==> src/rtl/rtr_route_info_gen.sv <==
// rtl/rtr_route_info_gen.sv - injection-side phased dimension-order routing header generator
//
// Builds the per-resource-class dest_info field for each accepted packet request.
// Resource classes 0..R-2 get intermediate router addresses. Class R-1 gets the
// destination router address. The destination node address trails the field.
// Results sit in a single output holding stage with a valid/ready handshake.
//
// Optional feature macro: ROUTE_INFO_RANDOM_EN
//   defined   - intermediates come from a 16-bit Fibonacci LFSR (x^16+x^14+x^13+x^11+1)
//   undefined - no LFSR; every intermediate equals the destination router address
//
// Ports
//   clk, reset        clock, asynchronous active-low reset
//   router_address    this router's address (static)
//   req_valid/ready   request handshake; req_dest_addr = {router addr, node addr}, req_mc one-hot
//   out_valid/ready   output handshake
//   out_dest_info     {addr class 0 .. addr class R-1, node addr}, class 0 in the top bits
//   out_sel_irc       initial resource class, one-hot, class 0 in the top bit
//   out_mc            registered copy of req_mc
module rtr_route_info_gen #(
    parameter int          num_message_classes  = 2,
    parameter int          num_resource_classes = 2,
    parameter int          num_routers_per_dim  = 4,
    parameter int          num_dimensions       = 2,
    parameter int          num_nodes_per_router = 1,
    parameter logic [15:0] lfsr_seed            = 16'h1ACE,
    localparam int dim_addr_width    = $clog2(num_routers_per_dim),
    localparam int router_addr_width = num_dimensions * dim_addr_width,
    localparam int node_addr_width   = $clog2(num_nodes_per_router),
    localparam int addr_width        = router_addr_width + node_addr_width,
    localparam int dest_info_width   = num_resource_classes * router_addr_width + node_addr_width
) (
    input  logic                            clk,
    input  logic                            reset,
    input  logic [router_addr_width-1:0]    router_address,
    input  logic                            req_valid,
    output logic                            req_ready,
    input  logic [addr_width-1:0]           req_dest_addr,
    input  logic [num_message_classes-1:0]  req_mc,
    output logic                            out_valid,
    input  logic                            out_ready,
    output logic [dest_info_width-1:0]      out_dest_info,
    output logic [num_resource_classes-1:0] out_sel_irc,
    output logic [num_message_classes-1:0]  out_mc
);

    localparam int rc = num_resource_classes;
    localparam int rw = router_addr_width;
    localparam int dw = dim_addr_width;

    // Packets always start in resource class 0, which is the top bit.
    localparam logic [rc-1:0] irc_class0 = rc'(1) << (rc - 1);

    logic                       accept;
    logic [rw-1:0]              dest_router;
    logic [rc*rw-1:0]           addr_slots;
    logic [dest_info_width-1:0] dest_info_next;
    logic                       unused_router_address;

    assign req_ready   = ~out_valid | out_ready;
    assign accept      = req_valid & req_ready;
    assign dest_router = req_dest_addr[addr_width-1 -: rw];

    // The router address is not needed when intermediates are not randomized.
    assign unused_router_address = ^router_address;

    // The final class always routes straight to the destination router.
    assign addr_slots[rw-1:0] = dest_router;

    generate
        if (node_addr_width > 0) begin : g_node
            assign dest_info_next = {addr_slots, req_dest_addr[node_addr_width-1:0]};
        end else begin : g_no_node
            assign dest_info_next = addr_slots;
        end
    endgenerate

`ifdef ROUTE_INFO_RANDOM_EN
    logic [15:0] lfsr;
    logic        lfsr_feedback;
    logic        local_dest;

    // Shift toward the MSB and insert the feedback at the LSB.
    // Bit 15 here is the first LFSR bit handed out to intermediates.
    assign lfsr_feedback = lfsr[15] ^ lfsr[13] ^ lfsr[12] ^ lfsr[10];
    assign local_dest    = (dest_router == router_address);

    always_ff @(posedge clk or negedge reset) begin
        if (!reset) begin
            lfsr <= lfsr_seed;
        end else if (accept) begin
            lfsr <= {lfsr[14:0], lfsr_feedback};
        end
    end

    for (genvar k = 0; k < rc - 1; k++) begin : g_inter
        logic [rw-1:0] raw;
        logic [rw-1:0] wrapped;

        // Intermediate k takes the k-th router-width chunk from the top of the pre-advance LFSR.
        assign raw = lfsr[15 - k*rw -: rw];

        // One subtraction is enough. A dim field is below 2^dw <= 2*num_routers_per_dim.
        always_comb begin
            wrapped = raw;
            for (int d = 0; d < num_dimensions; d++) begin
                if (int'(raw[d*dw +: dw]) >= num_routers_per_dim) begin
                    wrapped[d*dw +: dw] = raw[d*dw +: dw] - dw'(num_routers_per_dim);
                end
            end
        end

        // A local destination must never leave the router, so it skips randomization.
        assign addr_slots[(rc-1-k)*rw +: rw] = local_dest ? dest_router : wrapped;
    end
`else
    for (genvar k = 0; k < rc - 1; k++) begin : g_inter
        assign addr_slots[(rc-1-k)*rw +: rw] = dest_router;
    end
`endif

    // Single holding stage. A drain and a new accept in the same cycle reload the stage.
    always_ff @(posedge clk or negedge reset) begin
        if (!reset) begin
            out_valid     <= 1'b0;
            out_dest_info <= '0;
            out_sel_irc   <= '0;
            out_mc        <= '0;
        end else if (accept) begin
            out_valid     <= 1'b1;
            out_dest_info <= dest_info_next;
            out_sel_irc   <= irc_class0;
            out_mc        <= req_mc;
        end else if (out_ready) begin
            out_valid     <= 1'b0;
        end
    end

endmodule

==> config.mk <==
export PLATFORM = sky130hd
export DESIGN_NAME = rtr_route_info_gen
export DESIGN_NICKNAME = d
export VERILOG_FILES = /design/src/rtl/rtr_route_info_gen.sv
export SDC_FILE = /design/constraint.sdc
export NUM_CORES = 1
export LEC_CHECK = 0
export CORE_AREA = 2 2 39 41
export DETAILED_ROUTE_END_ITERATION = 8
export DIE_AREA = 0 0 41 43
export PLACE_DENSITY = 0.68
export REMOVE_ABC_BUFFERS = 1
export SLEW_MARGIN = 25
export SYNTH_ARGS = -nofsm -noshare
export SYNTH_HDL_FRONTEND = slang
export SYNTH_SLANG_ARGS = --single-unit
==> constraint.sdc <==
create_clock -name clk -period 2.1 [get_ports clk]
set_input_delay 0.42 -clock clk [delete_from_list [all_inputs] [get_ports clk]]
set_output_delay 0.42 -clock clk [all_outputs]
set_load 0.005 [all_outputs]
==> results <==
-- registers in the layout (all words and copies together) (netlist names) --
name,count
out_dest_info,4
out_mc,2
out_sel_irc,1
out_valid,1
-- cell usage after synthesis --
library cell,count
dfrtp_1,8
mux2_4,6
buf_4,5
nand2b_1,2
conb_1,1
nand2_4,1
nand2b_4,1
-- routing by layer --
| metal | global-route usage | routed length, microns | up-vias |
|---|---|---|---|
| met5 | 0 | 0 | - |
| met4 | 0.0800 | 0 | 0 |
| met3 | 0.0209 | 60 | 0 |
| met2 | 0.147 | 337 | 12 |
| met1 | 0.103 | 260 | 109 |
| li1 | - | - | 113 |
-- worst paths after layout --
kind	from	end	slack, ns	cells past startpoint
setup / recovery	out_ready	req_ready	0.18	3
hold / removal	reset	out_valid	0.45	1
setup reg to reg	out_valid	out_mc[0]	1.07	3
hold reg to reg	out_sel_irc[1]	out_sel_irc[1]	0.47	1
max in group asynchronous	reset	out_dest_info[3]	1.40	1
min in group clk	out_sel_irc[1]	out_sel_irc[1]	0.47	1
-- cell families after synthesis --
group,share of synthesized area
DFF,0.542
muxes,0.244
buffers and inverters,0.102
other,0.0102
and+or+nand+nor,0.102
-- critical path, stage by stage --
cell             delay [ns]
clkdlybuf4s50_1        0.45
nand2b_4               0.13
clkdlybuf4s50_1        0.50
-- metrics by stage --
step           hold WS, ns   util  instances  cell area, sq um
4_1_cts              0.456  0.429         60               594
3_5_place_dp         0.459  0.413         57               572
5_1_grt              0.463  0.429         60               594
3_3_place_gp         0.450  0.413         57               572
2_1_floorplan        0.124      -         19               332
6_report             0.449  0.429         60               594
-- cell type report --
cell class / count / area, sq um
fill: 144 / 790
clock buffer: 3 / 22.5
multi-input combinational: 11 / 131
tap: 16 / 20.0
timing repair buffer: 22 / 220
sequential: 8 / 200
-- power groups by stage --
| stage | Combinational, uW | Clock, uW | Sequential [uW] |
|---|---|---|---|
| 2_1_floorplan | 36.6 | 0 | 192 |
| 5_1_grt | 134 | 124 | 189 |
| 3_5_place_dp | 125 | 0 | 189 |
| 4_1_cts | 126 | 116 | 187 |
| 6_report | 124 | 111 | 186 |
| 3_3_place_gp | 124 | 0 | 188 |
==> summary.txt <==
Floorplan
  • Row count: 14
  • CORE AREA: 1380 sq um
  • DIE AREA: 1760 sq um
  • Die Height: roughly 43 microns
  • Total I/O pin count: 28
  • Initial Util: 0.267
  • Chip width: 41 microns

Power
  • Switching share of total power: 0.214
  • P_sw: between 80 and 90 uW
  • Flop pwr share: 0.442
  • P per Cell Area: ~700 nW/um^2
  • Int Pwr: 331 uW
  • Peak VDD IR: 0.000233 V
  • Post-route total power: 421 uW
  • Comb power frac: 0.294
  • Clock share of power: 0.264
  • Leakage power: 0.000265 uW

Worst setup path
  • CP Capture Type: output pin
  • WS Path Type: in -> out
  • CP arrival: 1.50 ns
  • Crit start category: input port
  • Worst-path fanout max: 3
  • Crit path required time: 1.68 ns

Yosys
  • Distinct cell type count after synthesis: 7
  • Synth area leader: dfrtp_1
  • Synth warnings: 0
  • Synth area leaders: dfrtp_1 (54%), mux2_4 (24%), buf_4 (10%), nand2b_4 (3.7%), nand2b_1 (3.4%)
  • Sequential fraction of the synthesis area: 0.542
  • Post-Synthesis Cell Area: 369 sq um
  • Synth top area share: 0.542
  • Synthesized area per cell: between 15 and 20 sq um
  • Mapped Cells: 24
  • Synth Register Bits: 8

Clock network
  • Clock sink count: 8
  • TritonCTS clock tree: built
  • Setup Fix Bufs, Post-CTS: 0
  • Maximum clock path buffer count: 2
  • CTS resizes: 0
  • CTS hold repair buffers: 0
  • Clk_lat worst skew: approximately 0.24 ns
  • CTS buffer count: 3
  • Clock Tree Root: clkbuf_4
  • Htree depth: 1
  • Worst-path clk slew: 0.05 ns

Timing
  • Fin. max-slew vios: 0
  • Final worst slack: ~0.18 ns
  • Clock Skews: 0.000518 ns
  • RSZ-0062 raised after global routing: no
  • Endpoints failing hold: 0
  • Final Setup Violations: 0
  • Max Fclk: 520 MHz
  • Period utilisation layout: 0.916
  • Setup TNS: 0 ns
  • Tmin final: 1.92 ns

Routing
  • Drc violations: 0
  • Vias: 234
  • DR iter-0 viols: 0
  • DRT antenna net count: 0
  • Drt total wl: 658 microns
  • Number of vias per cell: 3.90
  • Drt pass-1 iters: 1
  • Routed len/inst: 11.0 microns

Place
  • Port Buf Inserts: 22
  • Placer Congestion: 0.633
  • DP HPWL: 539 microns
  • Dpl ws: between 0.15 and 0.2 ns

Global routing
  • Largest net degree at the start of global routing: 9
  • Grt total ovfl: 0
  • First-pass GRT wire length: about 1.1 mm
  • Total GRT Usage: 0.0952
  • Vias in the first global route: between 200 and 300
  • Antenna violations before repair: 0

Min path
  • Worst hold-check path type: in -> async

Final layout
  • Inserted Diodes: 0
  • Share of layout cells above drive strength 1: 0.250
  • Most common cell after layout, fill and taps aside: clkdlybuf4s50_1
  • Most frequent cells in the layout: clkdlybuf4s50_1 (22), dfrtp_1 (8), mux2_4 (6), clkbuf_4 (3), nand2b_1 (2)
  • Layout area overhead: 61.0%
  • Final nets: 60

Status
  • Outcome: finished, final reports clean

Run
  • Max cap viols: 0
(Power assumes the default switching activity.)
